### config.mk
export PLATFORM = sky130hd
export DESIGN_NAME = scan_test_controller_flat
export DESIGN_NICKNAME = d
export VERILOG_FILES = /design/src/rtl/scan_ctrl_pkg.sv /design/src/rtl/scan_test_controller_if.sv /design/src/rtl/scan_bit_counter.sv /design/src/rtl/scan_test_controller.sv /design/src/flat_wrapper.sv
export SDC_FILE = /design/constraint.sdc
export NUM_CORES = 1
export LEC_CHECK = 0
export BUFFER_PORTS_ARGS = -buffer_cell sky130_fd_sc_hd__buf_2
export CAP_MARGIN = 30
export CORE_ASPECT_RATIO = 1.1
export CORE_MARGIN = 10
export CORE_UTILIZATION = 30
export DETAILED_ROUTE_END_ITERATION = 10
export GPL_TIMING_DRIVEN = 0
export PLACE_DENSITY = 0.56
export REMOVE_ABC_BUFFERS = 1
export SLEW_MARGIN = 20
export SYNTH_ARGS = -nofsm -noshare
export SYNTH_HDL_FRONTEND = slang
export SYNTH_SLANG_ARGS = --single-unit
### constraint.sdc
create_clock -name clk -period 3.5 [get_ports clk]
set_input_delay 0 -clock clk [delete_from_list [all_inputs] [get_ports clk]]
set_output_delay 0 -clock clk [all_outputs]
set_load 0.01 [all_outputs]
### src/rtl/scan_ctrl_pkg.sv
// rtl/scan_ctrl_pkg.sv - shared state encoding and default sizes for the scan test controller
package scan_ctrl_pkg;

  localparam int DEF_CHAIN_LEN = 3;
  localparam int DEF_CAP_W     = 4;

  typedef enum logic [2:0] {
    IDLE      = 3'd0,
    SHIFT_IN  = 3'd1,
    CAPTURE   = 3'd2,
    SHIFT_OUT = 3'd3,
    COMPARE   = 3'd4
  } state_e;

endpackage

### src/rtl/scan_test_controller_if.sv
// rtl/scan_test_controller_if.sv - tester and scan-pin signals between test logic and the controller
interface scan_test_controller_if #(
  parameter int CHAIN_LEN = 3,
  parameter int CAP_W     = 4
);

  logic                 start;
  logic                 abort;
  logic [CHAIN_LEN-1:0] pattern;
  logic [CHAIN_LEN-1:0] expected;
  logic [CHAIN_LEN-1:0] cmp_mask;
  logic [CAP_W-1:0]     capture_cycles;
  logic                 scan_out;
  logic                 SE;
  logic                 SD;
  logic                 busy;
  logic                 done;
  logic                 pass;
  logic [CHAIN_LEN-1:0] response;

  modport master (
    output start, abort, pattern, expected, cmp_mask, capture_cycles, scan_out,
    input  SE, SD, busy, done, pass, response
  );

  modport slave (
    input  start, abort, pattern, expected, cmp_mask, capture_cycles, scan_out,
    output SE, SD, busy, done, pass, response
  );

endinterface

### src/rtl/scan_bit_counter.sv
// rtl/scan_bit_counter.sv - loadable down-counter with zero flag, used for shift and capture counts
module scan_bit_counter #(
  parameter int W = 2
) (
  input  logic         clk,
  input  logic         rst_n,
  input  logic         clr,
  input  logic         load,
  input  logic [W-1:0] load_val,
  input  logic         dec,
  output logic         zero
);

  logic [W-1:0] count_q, count_d;

  always_comb begin
    count_d = count_q;
    if (clr) begin
      count_d = '0;
    end else if (load) begin
      count_d = load_val;
    end else if (dec && (count_q != '0)) begin
      count_d = count_q - 1'b1;
    end
  end

  always_ff @(posedge clk or negedge rst_n) begin
    if (!rst_n) begin
      count_q <= '0;
    end else begin
      count_q <= count_d;
    end
  end

  assign zero = (count_q == '0);

endmodule

### src/rtl/scan_test_controller.sv
// rtl/scan_test_controller.sv - sequences shift-in, capture, shift-out and masked compare on a mux-scan chain
module scan_test_controller
  import scan_ctrl_pkg::*;
#(
  parameter int CHAIN_LEN = DEF_CHAIN_LEN,
  parameter int CAP_W     = DEF_CAP_W
) (
  input logic                   clk,
  input logic                   rst_n,
  scan_test_controller_if.slave bus
);

  localparam int SW = $clog2(CHAIN_LEN + 1);

  localparam logic [2:0] S_IDLE      = IDLE;
  localparam logic [2:0] S_SHIFT_IN  = SHIFT_IN;
  localparam logic [2:0] S_CAPTURE   = CAPTURE;
  localparam logic [2:0] S_SHIFT_OUT = SHIFT_OUT;
  localparam logic [2:0] S_COMPARE   = COMPARE;

  logic [2:0]           state_q, state_d;
  logic [CHAIN_LEN-1:0] pat_q, pat_d, exp_q, exp_d, mask_q, mask_d, resp_q, resp_d;
  logic [CAP_W-1:0]     cap_q, cap_d;
  logic                 se_q, se_d, sd_q, sd_d, busy_q, busy_d, done_q, done_d, pass_q, pass_d;
  logic                 cnt_clr, sh_load, sh_dec, sh_zero, cap_load, cap_dec, cap_zero;

  always_comb begin
    state_d  = state_q;
    pat_d    = pat_q;
    exp_d    = exp_q;
    mask_d   = mask_q;
    cap_d    = cap_q;
    resp_d   = resp_q;
    se_d     = se_q;
    sd_d     = sd_q;
    busy_d   = busy_q;
    pass_d   = pass_q;
    done_d   = 1'b0;
    cnt_clr  = 1'b0;
    sh_load  = 1'b0;
    sh_dec   = 1'b0;
    cap_load = 1'b0;
    cap_dec  = 1'b0;
    if (bus.abort) begin
      state_d = S_IDLE;
      se_d    = 1'b0;
      sd_d    = 1'b0;
      busy_d  = 1'b0;
      cnt_clr = 1'b1;
    end else begin
      case (state_q)
        S_IDLE: begin
          se_d = 1'b0;
          sd_d = 1'b0;
          if (done_q) busy_d = 1'b0;
          // busy_q stays high through the done cycle, which blocks a start there
          if (bus.start && !busy_q) begin
            pat_d   = bus.pattern << 1;
            exp_d   = bus.expected;
            mask_d  = bus.cmp_mask;
            cap_d   = bus.capture_cycles;
            sd_d    = bus.pattern[CHAIN_LEN-1];
            se_d    = 1'b1;
            busy_d  = 1'b1;
            pass_d  = 1'b0;
            resp_d  = '0;
            sh_load = 1'b1;
            state_d = S_SHIFT_IN;
          end
        end
        S_SHIFT_IN: begin
          sh_dec = 1'b1;
          if (sh_zero) begin
            sd_d = 1'b0;
            if (cap_q != '0) begin
              se_d     = 1'b0;
              cap_load = 1'b1;
              state_d  = S_CAPTURE;
            end else begin
              sh_load = 1'b1;
              state_d = S_SHIFT_OUT;
            end
          end else begin
            sd_d  = pat_q[CHAIN_LEN-1];
            pat_d = pat_q << 1;
          end
        end
        S_CAPTURE: begin
          cap_dec = 1'b1;
          if (cap_zero) begin
            se_d    = 1'b1;
            sh_load = 1'b1;
            state_d = S_SHIFT_OUT;
          end
        end
        S_SHIFT_OUT: begin
          sh_dec = 1'b1;
          // first sample is the last flop, so shifting left lands it in the MSB
          resp_d = (resp_q << 1) | CHAIN_LEN'(bus.scan_out);
          if (sh_zero) begin
            se_d    = 1'b0;
            state_d = S_COMPARE;
          end
        end
        S_COMPARE: begin
          pass_d  = (((resp_q ^ exp_q) & mask_q) == '0);
          done_d  = 1'b1;
          state_d = S_IDLE;
        end
        default: state_d = S_IDLE;
      endcase
    end
  end

  always_ff @(posedge clk or negedge rst_n) begin
    if (!rst_n) begin
      state_q <= S_IDLE;
      pat_q   <= '0;
      exp_q   <= '0;
      mask_q  <= '0;
      cap_q   <= '0;
      resp_q  <= '0;
      se_q    <= 1'b0;
      sd_q    <= 1'b0;
      busy_q  <= 1'b0;
      done_q  <= 1'b0;
      pass_q  <= 1'b0;
    end else begin
      state_q <= state_d;
      pat_q   <= pat_d;
      exp_q   <= exp_d;
      mask_q  <= mask_d;
      cap_q   <= cap_d;
      resp_q  <= resp_d;
      se_q    <= se_d;
      sd_q    <= sd_d;
      busy_q  <= busy_d;
      done_q  <= done_d;
      pass_q  <= pass_d;
    end
  end

  scan_bit_counter #(.W(SW)) u_shift_cnt (
    .clk      (clk),
    .rst_n    (rst_n),
    .clr      (cnt_clr),
    .load     (sh_load),
    .load_val (SW'(CHAIN_LEN - 1)),
    .dec      (sh_dec),
    .zero     (sh_zero)
  );

  scan_bit_counter #(.W(CAP_W)) u_cap_cnt (
    .clk      (clk),
    .rst_n    (rst_n),
    .clr      (cnt_clr),
    .load     (cap_load),
    .load_val (cap_q - 1'b1),
    .dec      (cap_dec),
    .zero     (cap_zero)
  );

  assign bus.SE       = se_q;
  assign bus.SD       = sd_q;
  assign bus.busy     = busy_q;
  assign bus.done     = done_q;
  assign bus.pass     = pass_q;
  assign bus.response = resp_q;

endmodule

### src/flat_wrapper.sv
// flat-port wrapper written by rule: the top's interface ports become plain ports
module scan_test_controller_flat import scan_ctrl_pkg::*;
#(
  parameter int CHAIN_LEN = DEF_CHAIN_LEN,
  parameter int CAP_W     = DEF_CAP_W
)
  (clk, rst_n, bus_start, bus_abort, bus_pattern, bus_expected, bus_cmp_mask, bus_capture_cycles, bus_scan_out, bus_SE, bus_SD, bus_busy, bus_done, bus_pass, bus_response);
  scan_test_controller_if #(.CHAIN_LEN(CHAIN_LEN), .CAP_W(CAP_W)) bus_i ();
  input logic clk;
  input logic rst_n;
  input wire logic [$bits(bus_i.start)-1:0] bus_start;
  input wire logic [$bits(bus_i.abort)-1:0] bus_abort;
  input wire logic [$bits(bus_i.pattern)-1:0] bus_pattern;
  input wire logic [$bits(bus_i.expected)-1:0] bus_expected;
  input wire logic [$bits(bus_i.cmp_mask)-1:0] bus_cmp_mask;
  input wire logic [$bits(bus_i.capture_cycles)-1:0] bus_capture_cycles;
  input wire logic [$bits(bus_i.scan_out)-1:0] bus_scan_out;
  output wire logic [$bits(bus_i.SE)-1:0] bus_SE;
  output wire logic [$bits(bus_i.SD)-1:0] bus_SD;
  output wire logic [$bits(bus_i.busy)-1:0] bus_busy;
  output wire logic [$bits(bus_i.done)-1:0] bus_done;
  output wire logic [$bits(bus_i.pass)-1:0] bus_pass;
  output wire logic [$bits(bus_i.response)-1:0] bus_response;
  assign bus_i.start = bus_start;
  assign bus_i.abort = bus_abort;
  assign bus_i.pattern = bus_pattern;
  assign bus_i.expected = bus_expected;
  assign bus_i.cmp_mask = bus_cmp_mask;
  assign bus_i.capture_cycles = bus_capture_cycles;
  assign bus_i.scan_out = bus_scan_out;
  assign bus_SE = bus_i.SE;
  assign bus_SD = bus_i.SD;
  assign bus_busy = bus_i.busy;
  assign bus_done = bus_i.done;
  assign bus_pass = bus_i.pass;
  assign bus_response = bus_i.response;
  scan_test_controller #(.CHAIN_LEN(CHAIN_LEN), .CAP_W(CAP_W)) u_core (.clk(clk), .rst_n(rst_n), .bus(bus_i));
endmodule
Word-level counts from Yosys, hierarchy flattened:

Cells that the tools add are included.

* output and inout port bits: 8
* logic and storage cells: 110
* register bits after elaboration: 30

* $add $sub $neg: 3
* bitwise logic cells: 4
* equal/unequal tests: 11
* reduce and logical (&&, ||, !) cells: 28
* multiplexer cells: 51

Operator list (count)
* $mux 1: 30
* $mux 3: 8
* $ne 3x2->1 const B: 5
* $mux 4: 3
* $pmux 3 s2: 2
* $pmux 3 s4: 1
* $reduce_bool 3->1: 4
* $reduce_bool 2->1: 5
* $reduce_and 3->1: 3
* $reduce_and 4->1: 2
* $reduce_bool 4->1: 2
* $sub 4x1->4 const B: 2
* $eq 3x2->1 const B: 2
* $logic_not 3->1: 2
* $mux 2: 3
* $reduce_and 5->1: 1
* $reduce_bool 5->1: 1
* $logic_not 4->1: 1
* $pmux 1 s2: 2
* $pmux 1 s4: 1
* $and 3x3->3: 1
* $eq 3x1->1 const B: 1
* $eq 3x3->1 const B: 1
* $logic_and 1x1->1: 3
* 11 further kinds: 11

Logic depth before layout (Yosys ltp):

Gate-level depths: netlist (run 1).

* depth in word-level cells: 8
* mapped depth: 6
* gate-level depth less buffers: 6

By module:

A second synthesis (run 1) with hierarchy kept.

* cells, all modules: 157
* area, all modules: 1690.4 um^2

Modules (own cells, without submodules)
* scan_test_controller: sequential area each 575.6 um^2, times used 1, area each 1247.4 um^2, cells an instance 112
* scan_bit_counter (u_core.u_cap_cnt): sequential area each 100.1 um^2, times used 1, area each 292.8 um^2, cells an instance 31
* scan_bit_counter (u_core.u_shift_cnt): sequential area each 50.0 um^2, times used 1, area each 150.1 um^2, cells an instance 14

Least setup slack after synthesis (run 1):

OpenSTA, ideal clock, no wires.

* path kind: reg-to-reg
* start: reg u_core.busy_q (netlist: u_core.bus.busy)
* end: reg u_core.cap_q[0]
* library setup time: 0.128 ns
* period minus slack after synthesis: 1.554 ns
* setup slack: 1.946 ns
* arrival: 1.427 ns
* path buffers: 1
* cell stages (with the launch flop): 6
* path through: dfrtp_1 > nor2b_1 > and2_1 > nor2b_1 > buf_4 > mux2_1

* cells in the longest elaborated chain, start to end: 3

Ends and longest elaborated chain
* start, declared: line scan_test_controller.sv:24 `logic se_q, se_d, sd_q, sd_d, busy_q, busy_d, done_q, done_d, pass_q, pass_d;`
* start signal, assigned: line scan_test_controller.sv:137 `busy_q <= busy_d;`
* $logic_not 1->1: line scan_test_controller.sv:57 `if (bus.start && !busy_q) begin`
* $logic_and 1x1->1: line scan_test_controller.sv:57
* $reduce_and 3->1 (no line)
* end signal, assigned: line scan_test_controller.sv:133 `cap_q <= cap_d;`
* end, declared: line scan_test_controller.sv:23 `logic [CAP_W-1:0] cap_q, cap_d;`

No other way between the ends.
A chain may end at the register's enable or synchronous reset.

Worst setup path after layout (run 1):

* start: reg u_core.state_q[1]
* end: reg u_core.cap_q[3]

* cells in the longest elaborated chain, start to end: 2

Ends and longest elaborated chain
* start, declared: line scan_test_controller.sv:21 `logic [2:0] state_q, state_d;`
* start signal, assigned: line scan_test_controller.sv:129 `state_q <= state_d;`
* $logic_not 3->1: line scan_test_controller.sv:51 `case (state_q)`
* $reduce_and 3->1 (no line)

No other way between the ends.

==> results of run 1 <==
[power groups by stage]
stage	clock network, mW	registers, mW	logic, mW
2_1_floorplan	0	0.599	0.477
3_3_place_gp	0	0.621	0.594
3_5_place_dp	0	0.628	0.616
4_1_cts	0.285	0.621	0.631
5_1_grt	0.304	0.647	0.705
6_report	0.275	0.625	0.618
[per-layer routing]
layer	up-vias	track usage	routed length, µm
li1	588	-	-
met1	575	0.101	1480
met2	28	0.154	1730
met3	6	0.0379	198
met4	0	0.0406	60
met5	-	0	0
[per-stage QoR]
step	std cells	hold WS, ps
6_report	236	44.8
5_1_grt	236	56.5
4_1_cts	236	46.6
3_5_place_dp	217	69.0
3_3_place_gp	217	56.6
2_1_floorplan	134	-296
[cell usage after synthesis, drive strengths merged (4+ instances only)]
cell | count | share of area
buf | 4 | 0.018
dfrtp | 29 | 0.47
mux2 | 11 | 0.081
nand2 | 11 | 0.027
nor2 | 7 | 0.017
nor2b | 6 | 0.026
nor3 | 6 | 0.023
o21ai | 5 | 0.016
xor2 | 6 | 0.034
[layout make-up]
cell class | count | area, µm² | area share
multi-input cells | 102 | 763 | 0.401
well taps | 58 | 72.6 | 0.0381
clock buffers | 7 | 86.3 | 0.0453
inverters | 3 | 11.3 | 0.00591
flip-flops and latches | 29 | 726 | 0.381
repair buffers | 37 | 245 | 0.129
[cells in the final DEF, fill, tap and decap left out, drive strengths merged, types with 2 or more instances in the layout]
cell type | Yosys | final
nor3 | 6 | 6
nand2b | 2 | 2
mux2 | 11 | 11
xor2 | 6 | 6
dlygate4sd3 | 0 | 12
nand2 | 11 | 11
inv | 3 | 3
nand4 | 2 | 2
a22o | 3 | 3
xnor2 | 2 | 2
or4 | 3 | 3
buf | 4 | 25
mux2i | 2 | 2
nor4 | 2 | 2
clkbuf | 1 | 7
a22oi | 2 | 2
dfrtp | 29 | 29
a21oi | 3 | 3
a31oi | 3 | 3
o22ai | 3 | 3
o21ai | 5 | 5
nor3b | 3 | 3
nor2b | 6 | 6
nor2 | 7 | 7
and2 | 3 | 3
[flip-flops by register name, indices dropped and copies added (netlist names)]
register	count
u_core.cap_q	4
u_core.u_cap_cnt.count_q	4
u_core.bus.response	3
u_core.exp_q	3
u_core.mask_q	3
u_core.state_q	3
u_core.pat_q	2
u_core.u_shift_cnt.count_q	2
u_core.bus.SD	1
u_core.bus.SE	1
u_core.bus.busy	1
u_core.bus.done	1
u_core.bus.pass	1
[kinds of logic after synthesis]
group           after synthesis  share of synthesized area
simple gates                 51                      0.217
buf+inv                       8                     0.0278
mux                          13                     0.0940
flops                        29                      0.474
compound gates               29                      0.134
fa+ha+maj                     1                    0.00817
xor+xnor                      8                     0.0458
[worst min-delay path by stage]
stage                   startpoint  slack, ps                     endpoint
finish              bus_pattern[0]         40  u_core.pat_q[1]$_DFFE_PN0P_
global route        bus_pattern[0]         60  u_core.pat_q[1]$_DFFE_PN0P_
CTS                 bus_pattern[0]         50  u_core.pat_q[1]$_DFFE_PN0P_
detailed placement           rst_n         70  u_core.bus.pass$_DFFE_PN0P_
global placement             rst_n         60  u_core.bus.busy$_DFFE_PN0P_
floorplan                    rst_n       -300    u_core.bus.SD$_DFFE_PN0P_
[timing repair]
action | 4_1_cts | 5_1_grt
setup buffers | 0 | 0
endpoints found under the hold margin | 40 | 0
hold buffers | 12 | 0
[worst max-delay path: cells and delay by family, from the launching register on]
family,cells,cell delay [ps]
AND/OR/NAND/NOR,3,1220
flip-flops,1,540
multiplexers,1,400
==> flow_summary.yaml, run 1 <==
run_status:
  outcome: "completed"
floorplanning:
  placement_rows: 27
  starting_density_of_the_core: 0.308
  design.die.area_mm2: 0.00837
  core_region_area_mm2: 0.00497
  ios: 26
  fp.dieW_um: 88.1
  floorplan.die.height_um: 94.9
setup_path:
  critical_path.endpoint: "u_core.cap_q[3]$_DFFE_PN0P_"
  r2r_slack_ps: 1210
  r2r_start: "u_core.state_q[1]$_DFFE_PN0P_"
  crit_start: "u_core.state_q[1]$_DFFE_PN0P_"
  crit_type: "register to register"
  rr_worst_depth: 4
  critical_path_peak_fanout: 12
  crit_chain: "nor3_1 -> and2_1 -> nor2b_1 -> mux2_1"
  worst_path_max_delay_cell: "sky130_fd_sc_hd__nor2b_1"
  critical_path_arrival_ps: 2440
  crit_required_ps: 3650
  cp-end-kind: "register"
  cp_slowest_stage_delay_ps: 720
  crit_path_start_kind: "register"
  endpoint_of_the_most_critical_register_to_register_path: "u_core.cap_q[3]$_DFFE_PN0P_"
clocking:
  htree_num_levels: 2
  clkTransAtPathRegs_ps: 60
  ctsLongestPathBuffers: 2
  tritoncts_clock_tree: "built"
  cts-resized-gates: 0
  clk_latency_ps: 280
  cts_sinks: 29
  master_cell_of_the_clock_root_buffer: "sky130_fd_sc_hd__clkbuf_8"
  inserted_clock_buffers: 5
layout:
  number_of_fill_cells_in_the_layout: 482
  diodes_inserted: 0
  drive_gt1_frac: 0.230
  area_delta_synth_final_pct: 24.3
  final_cell_area_mm2: 0.00190
  finish.net_count: 197
  final_core_util: 0.383
logic_synthesis:
  postSynth.topFlopCell: "sky130_fd_sc_hd__dfrtp_1"
  synth_edf_count: 0
  synth_seq_area_share: 0.474
  syn-mean-instance-area_um2: 11.0
  netlist_instances: 139
  post_synth_num_cell_types: 49
  mappedNetlistArea_mm2: 0.00153
  yosys_register_bits: 29
  asyncSetResetFlopFracSynth: 1.00
  synth_warnings: 0
timing:
  setup_viol_count_final: 0
  min_period_ps: 2290
  finalHoldViolations: 0
  setup_tns_ps: 0
  finalMaxSlewViolations: 0
  grt_setup_unrepaired: "no"
  fin_skew_ps: 7.34
  fmax_mhz: 437
  finalCritPeriodShare: 0.654
  max-slew-margin-rel: 0.418
  post-route-worst-setup-slack_ps: 1210
  max_slew.worst_pin.slew_ps: 871
placement:
  placement.cell_area_mm2: 0.00170
  place_worst_setup_slack_ps: 1190
  portBuffers: 25
  hpwl_um: 2500
  globalplace.congestion: 0.732
pwr:
  pwr-share-comb: 0.407
  power.net_switching_uw: 580
  power_density_mw_per_mm2: 797
  vdd_ir_drop_max_uv: 318
  leakagePower_nw: 0.852
  total_power_mw: 1.52
  share_clk_of_total_power: 0.181
  power_frac_seq: 0.411
  swShare: 0.382
  p_int_uw: 939
global_route:
  grt_max_degree: 30
  first_global_vias: 1333
  grt_use_total: 0.0923
  grt_overflow_total: 0
  grt_pass1_wl_um: 6090
  grt_antenna_before_repair: 0
detailed_routing:
  vias_per_instance: 5.07
  vias: 1197
  final_antenna_net_count: 0
  detailedRoute.firstIterationViolations: 80
  routed_wl_um: 3470
  drt-wirelength-per-cell_um: 14.7
  detail_route.drc_violations: 0
  first_pass_iters: 4
run:
  max_cap_viol_count: 0
worst_hold_path:
  hold_path_class: "primary input to register"
  min_path_cells: 3
Note: power is estimated with default switching activity, not from simulation.
==> run 2: changes to the inputs <==
ABC_AREA = 1   (was not set)
PLACE_DENSITY = 0.58   (was 0.56)
clock period = 1.9 ns   (was 3.5 ns; I/O delays follow)
==> run 2 against run 1 <==
Via count grew 12%; setup slack got worse by 920 ps; worst hold slack got worse by 27 ps; sequential share of layout area down 0.62 points; final cell count up 23%; die area shrank 0.19%; clock skew fell by 4.0 ps; critical endpoint is now u_core.mask_q[0]$_DFFE_PN0P_; largest cell class is now registers; highest routed layer unchanged.
==> flow_summary.yaml, run 2 <==
logic_synthesis:
  netlist_instances: 190
  yosys-top-cells-count: "sky130_fd_sc_hd__nand2_1, sky130_fd_sc_hd__dfrtp_1, sky130_fd_sc_hd__inv_1"
  post-synth-top-area-fraction: 0.475
  netlist_top_cells_area: "sky130_fd_sc_hd__dfrtp_1, sky130_fd_sc_hd__nand2_1, sky130_fd_sc_hd__inv_1"
  synth_edf_count: 0
  synth_warnings: 0
  yosys_register_bits: 29
  synth_seq_area_share: 0.475
  postSynth.topFlopCell: "sky130_fd_sc_hd__dfrtp_1"
  asyncSetResetFlopFracSynth: 1.00
  mappedNetlistArea_mm2: 0.00153
  syn-mean-instance-area_um2: 8.04
  yosys.area.top_type: "sky130_fd_sc_hd__dfrtp_1"
  post_synth_num_cell_types: 30
  synthMostInstantiatedCell: "sky130_fd_sc_hd__nand2_1"
detailed_routing:
  final_antenna_net_count: 0
  vias_per_instance: 4.63
  detail_route.drc_violations: 0
  first_pass_iters: 4
  detailedRoute.firstIterationViolations: 109
  vias: 1346
  routed_wl_um: 3330
  drt-wirelength-per-cell_um: 11.4
clocking:
  master_cell_of_the_clock_root_buffer: "sky130_fd_sc_hd__clkbuf_8"
  clk_latency_ps: 280
  clkTransAtPathRegs_ps: 60
  cts_sinks: 29
  tritoncts_clock_tree: "built"
  htree_num_levels: 2
  post-cts-setup-buffer-count: 0
  ctsLongestPathBuffers: 2
  inserted_clock_buffers: 5
layout:
  diodes_inserted: 0
  count_of_placed_standard_cells_in_the_final_layout_fillers_left_out: 291
  finish.net_count: 251
  most-common-layout-cells: "sky130_fd_sc_hd__nand2_1, sky130_fd_sc_hd__dfrtp_1, sky130_fd_sc_hd__inv_1, sky130_fd_sc_hd__buf_2, sky130_fd_sc_hd__nor2_1"
  area_delta_synth_final_pct: 26.7
  layout_commonest_cell: "sky130_fd_sc_hd__nand2_1"
  reg.largest.list: "u_core.cap_q x4, u_core.u_cap_cnt.count_q x4"
  drive_gt1_frac: 0.197
global_route:
  grt_overflow_total: 0
  first_global_vias: 1409
  grt_max_degree: 30
  grt_use_total: 0.0874
  grt_pass1_wl_um: 5960
  grt_antenna_before_repair: 0
timing:
  setup_tns_ps: 0
  max-slew-margin-rel: 0.575
  finalCritPeriodShare: 0.846
  grt_setup_unrepaired: "no"
  finalMaxSlewViolations: 0
  setup_viol_count_final: 0
  max_slew.worst_pin.slew_ps: 637
  finalHoldViolations: 0
  fin_skew_ps: 3.33
  min_period_ps: 1610
  fmax_mhz: 622
setup_path:
  critical_path_arrival_ps: 1770
  crit_path_start_kind: "register"
  crit_required_ps: 2060
  r2r_slack_ps: 290
  crit_type: "register to register"
  cp-end-kind: "register"
  critical_path_peak_fanout: 16
run_status:
  outcome: "completed"
worst_hold_path:
  hold_path_class: "primary input to register"
floorplanning:
  floorplan.die.height_um: 94.8
  core_region_area_mm2: 0.00497
  starting_density_of_the_core: 0.308
  placement_rows: 27
  ios: 26
  design.die.area_mm2: 0.00835
  fp.dieW_um: 88.0
placement:
  placedCellCount: 270
  globalplace.congestion: 0.796
  portBuffers: 25
  hpwl_um: 2560
pwr:
  leakagePower_nw: 0.979
  power_density_mw_per_mm2: 1310
  vdd_ir_drop_max_uv: 645
run:
  max_cap_viol_count: 0
[run 2: cell types whose count changed in the layout (fill, tap and decap cells not counted), sizes merged, moves of 6 or more]
cell   change
a21oi      +6
inv       +25
mux2       -6
nand2     +35
nand3     +11
nor2      +15
nor2b      -6
o21ai     +11
[run 2: final timing paths]
| path | endpoint | startpoint | cells past startpoint |
|---|---|---|---|
| worst max register to register | u_core.mask_q[0]$_DFFE_PN0P_ | u_core.state_q[1]$_DFFE_PN0P_ | 5 |
| worst min register to register | u_core.bus.pass$_DFFE_PN0P_ | u_core.bus.pass$_DFFE_PN0P_ | 2 |
| worst max-delay path | u_core.mask_q[0]$_DFFE_PN0P_ | u_core.state_q[1]$_DFFE_PN0P_ | 5 |
| worst min-delay path | u_core.u_shift_cnt.count_q[1]$_DFFE_PN0P_ | bus_abort | 2 |
| max in group asynchronous | u_core.bus.response[1]$_DFFE_PN0P_ | rst_n | 2 |
| min in group asynchronous | u_core.u_cap_cnt.count_q[0]$_DFFE_PN0P_ | rst_n | 2 |
[run 2: final cells by class]
class	count	area, µm²
clock buffers	7	96.3
clock inverters	1	5.00
fillers	502	3030
inverters	28	105
multi-input cells	130	676
flip-flops and latches	29	726
well taps	58	72.6
repair buffers	38	255
[run 2: cells by family after synthesis]
kind of cell	after synthesis	share of synthesized area
DFF	29	0.475
adders and majority gates	1	0.00819
buffers and inverters	31	0.0827
muxes	5	0.0369
AOI/OAI and AO/OA	35	0.129
and+or+nand+nor	87	0.256
xor gates and xnor gates	2	0.0115
[run 2: report_power, final]
| group | switching (mW) | total, mW | internal (mW) |
|---|---|---|---|
| clock network | 0.233 | 0.560 | 0.327 |
| logic | 0.617 | 1.01 | 0.390 |
| registers | 0.144 | 0.972 | 0.828 |
| total | 0.994 | 2.54 | 1.54 |
[run 2: worst max-delay path, cell delays in order (launching register included)]
cell,delay [ps]
sky130_fd_sc_hd__dfrtp_1,430
sky130_fd_sc_hd__nor2_4,210
sky130_fd_sc_hd__inv_1,70
sky130_fd_sc_hd__nor2_2,180
sky130_fd_sc_hd__nand2_2,240
sky130_fd_sc_hd__mux2_2,340
[run 2: timing repair]
action | 4_1_cts | 5_1_grt
hold buffers | 13 | 0
hold endpoints to repair | 41 | 0
gates resized for setup | 0 | 0
[run 2: per-layer routing]
metal,up-vias,part of all wire,global-route usage
met4,0,0.012,0.0380
met2,23,0.49,0.150
met5,-,0,0
met1,618,0.45,0.0923
met3,4,0.053,0.0353
li1,701,-,-
[run 2: metrics by stage]
| step | area (µm²) | hold WS, ps | power, mW | setup WS [ps] | utilization |
|---|---|---|---|---|---|
| 4_1_cts | 1940 | 16.5 | 2.57 | 299 | 0.390 |
| 2_1_floorplan | 1510 | -296 | 1.72 | 483 | - |
| 5_1_grt | 1940 | 34.6 | 2.78 | 103 | 0.390 |
| 3_5_place_dp | 1700 | 64.9 | 1.98 | 304 | 0.343 |
| 3_3_place_gp | 1700 | 67.3 | 1.97 | 308 | 0.343 |
| 6_report | 1940 | 18.2 | 2.54 | 292 | 0.390 |
==> run 3: changes to the inputs <==
PLACE_DENSITY = 0.56   (was 0.58)
clock period = 1.55 ns   (was 1.9 ns; I/O delays follow)
==> run 3 against run 2 <==
Total power grew 34%; die area stayed put; routed wire length increased by 4.2%; clock skew rose by 1.5 ps; first-iteration DRC count shrank 67%; critical endpoint is now u_core.u_cap_cnt.count_q[2]$_DFFE_PN0P_; setup slack worse by 260 ps; count of clock-buffer cells in the layout unchanged; global-route usage up 0.11 points; worst hold slack improved by 9.5 ps; core utilization is 2.3 points higher; sequential power increased by 23%.
==> flow_summary.yaml, run 3 (synthesis results as in run 2) <==
detailed_routing:
  detail_route.drc_violations: 0
  first_pass_iters: 4
  drt-wirelength-per-cell_um: 11.8
  detailedRoute.firstIterationViolations: 36
  final_antenna_net_count: 0
  vias: 1375
  routed_wl_um: 3470
  vias_per_instance: 4.69
setup_path:
  cp-end-kind: "register"
  crit_required_ps: 1720
  crit_path_start_kind: "register"
  critical_path_arrival_ps: 1690
  critical_path_peak_fanout: 8
  r2r_start: "u_core.state_q[2]$_DFFE_PN0P_"
  crit_start: "u_core.state_q[2]$_DFFE_PN0P_"
  crit_type: "register to register"
layout:
  most-common-layout-cells: "sky130_fd_sc_hd__nand2_1, sky130_fd_sc_hd__dfrtp_1, sky130_fd_sc_hd__inv_1, sky130_fd_sc_hd__buf_2, sky130_fd_sc_hd__nor2_1"
  number_of_fill_cells_in_the_layout: 516
  final_core_util: 0.412
  finish.net_count: 253
  diodes_inserted: 0
  layout_commonest_cell: "sky130_fd_sc_hd__nand2_1"
  drive_gt1_frac: 0.281
  area_delta_synth_final_pct: 34.1
  reg.largest.list: "u_core.cap_q x4, u_core.u_cap_cnt.count_q x4"
  final_cell_area_mm2: 0.00205
  count_of_placed_standard_cells_in_the_final_layout_fillers_left_out: 293
timing:
  min_period_ps: 1520
  setup_tns_ps: 0
  grt_setup_unrepaired: "yes"
  max_slew.worst_pin.slew_ps: 640
  finalCritPeriodShare: 0.980
  setup_viol_count_final: 0
  fin_skew_ps: 4.87
  finalHoldWorstSlack_ps: 27.7
  post-route-worst-setup-slack_ps: 30.3
  fmax_mhz: 658
  finalHoldViolations: 0
  max-slew-margin-rel: 0.574
  finalMaxSlewViolations: 0
placement:
  globalplace.congestion: 0.771
  hpwl_um: 2600
  placedCellCount: 270
  placement.cell_area_mm2: 0.00170
  place_worst_setup_slack_ps: -60.2
  portBuffers: 25
floorplanning:
  ios: 26
  core_region_area_mm2: 0.00497
  starting_density_of_the_core: 0.308
  design.die.area_mm2: 0.00835
  floorplan.die.height_um: 94.8
  placement_rows: 27
  fp.dieW_um: 88.0
global_route:
  grt_max_degree: 30
  grt_use_total: 0.0885
  first_global_vias: 1445
  grt_antenna_before_repair: 0
  grt_overflow_total: 0
  grt_pass1_wl_um: 6050
clocking:
  htree_num_levels: 2
  tritoncts_clock_tree: "built"
  master_cell_of_the_clock_root_buffer: "sky130_fd_sc_hd__clkbuf_8"
  cts_sinks: 29
  inserted_clock_buffers: 5
  clkTransAtPathRegs_ps: 60
  clk_latency_ps: 270
  ctsLongestPathBuffers: 2
worst_hold_path:
  min-delay-start: "bus_pattern[2]"
  hold_path_class: "primary input to register"
run:
  max_cap_viol_count: 0
pwr:
  pwr-share-comb: 0.415
  leakagePower_nw: 1.01
  share_clk_of_total_power: 0.233
  power_frac_seq: 0.352
  p_int_mw: 2.10
  total_power_mw: 3.41
  swShare: 0.385
  power_density_mw_per_mm2: 1670
  vdd_ir_drop_max_uv: 618
  power.net_switching_mw: 1.31
run_status:
  outcome: "completed"
run 3: cell type report:
type	count	area, µm²	area share
Timing Repair Buffer	40	270	0.132
Clock buffer	7	86.3	0.0422
Multi-Input combinational cell	130	756	0.369
Clock inverter	1	30.0	0.0147
Sequential cell	29	728	0.356
Inverter	28	105	0.0513
Tap cell	58	72.6	0.0354
run 3: critical path, cell delays in order, from the launching register on:
cell	delay, ps
sky130_fd_sc_hd__dfrtp_2	440
sky130_fd_sc_hd__nor2_4	210
sky130_fd_sc_hd__nand3_4	160
sky130_fd_sc_hd__nor2_4	150
sky130_fd_sc_hd__nand2_1	80
sky130_fd_sc_hd__nand2_2	120
sky130_fd_sc_hd__nand2_1	70
sky130_fd_sc_hd__nand2_1	60
sky130_fd_sc_hd__nand2_1	50
sky130_fd_sc_hd__nand2_1	50
sky130_fd_sc_hd__nand2_1	40
run 3: metal layers:
layer  wire (µm)  vias up  track usage
met5           0        -            0
met4          44        0       0.0393
met3         178        6       0.0345
met2        1750       20        0.149
met1        1500      644       0.0959
li1            -      705            -
run 3: worst paths after layout:
kind                                                             end  slack [ps]  cells after the start
min in group asynchronous  u_core.u_shift_cnt.count_q[1]$_DFFE_PN0P_         290                      2
max in group asynchronous              u_core.state_q[2]$_DFFE_PN0P_         810                      2
max reg2reg                  u_core.u_cap_cnt.count_q[2]$_DFFE_PN0P_          30                     10
min                                        u_core.bus.SD$_DFFE_PN0P_          30                      3
max                          u_core.u_cap_cnt.count_q[2]$_DFFE_PN0P_          30                     10
min reg2reg                              u_core.bus.pass$_DFFE_PN0P_         490                      2
run 3: timing repair:
action,CTS,global route
hold buffers,13,0
cloned,0,0
pin swaps,0,7
resized for setup,7,17
endpoints found under the hold margin,41,0
buffers inserted,0,2
endpoints found under the setup margin,8,15
run 3: power by group through the flow:
stage / Sequential (mW) / Clock [mW] / Combinational [mW]
floorplan: 1.18 / 0 / 0.930
global placement: 1.20 / 0 / 1.21
detailed placement: 1.20 / 0 / 1.24
CTS: 1.20 / 0.822 / 1.31
global route: 1.23 / 0.855 / 1.62
finish: 1.20 / 0.795 / 1.42
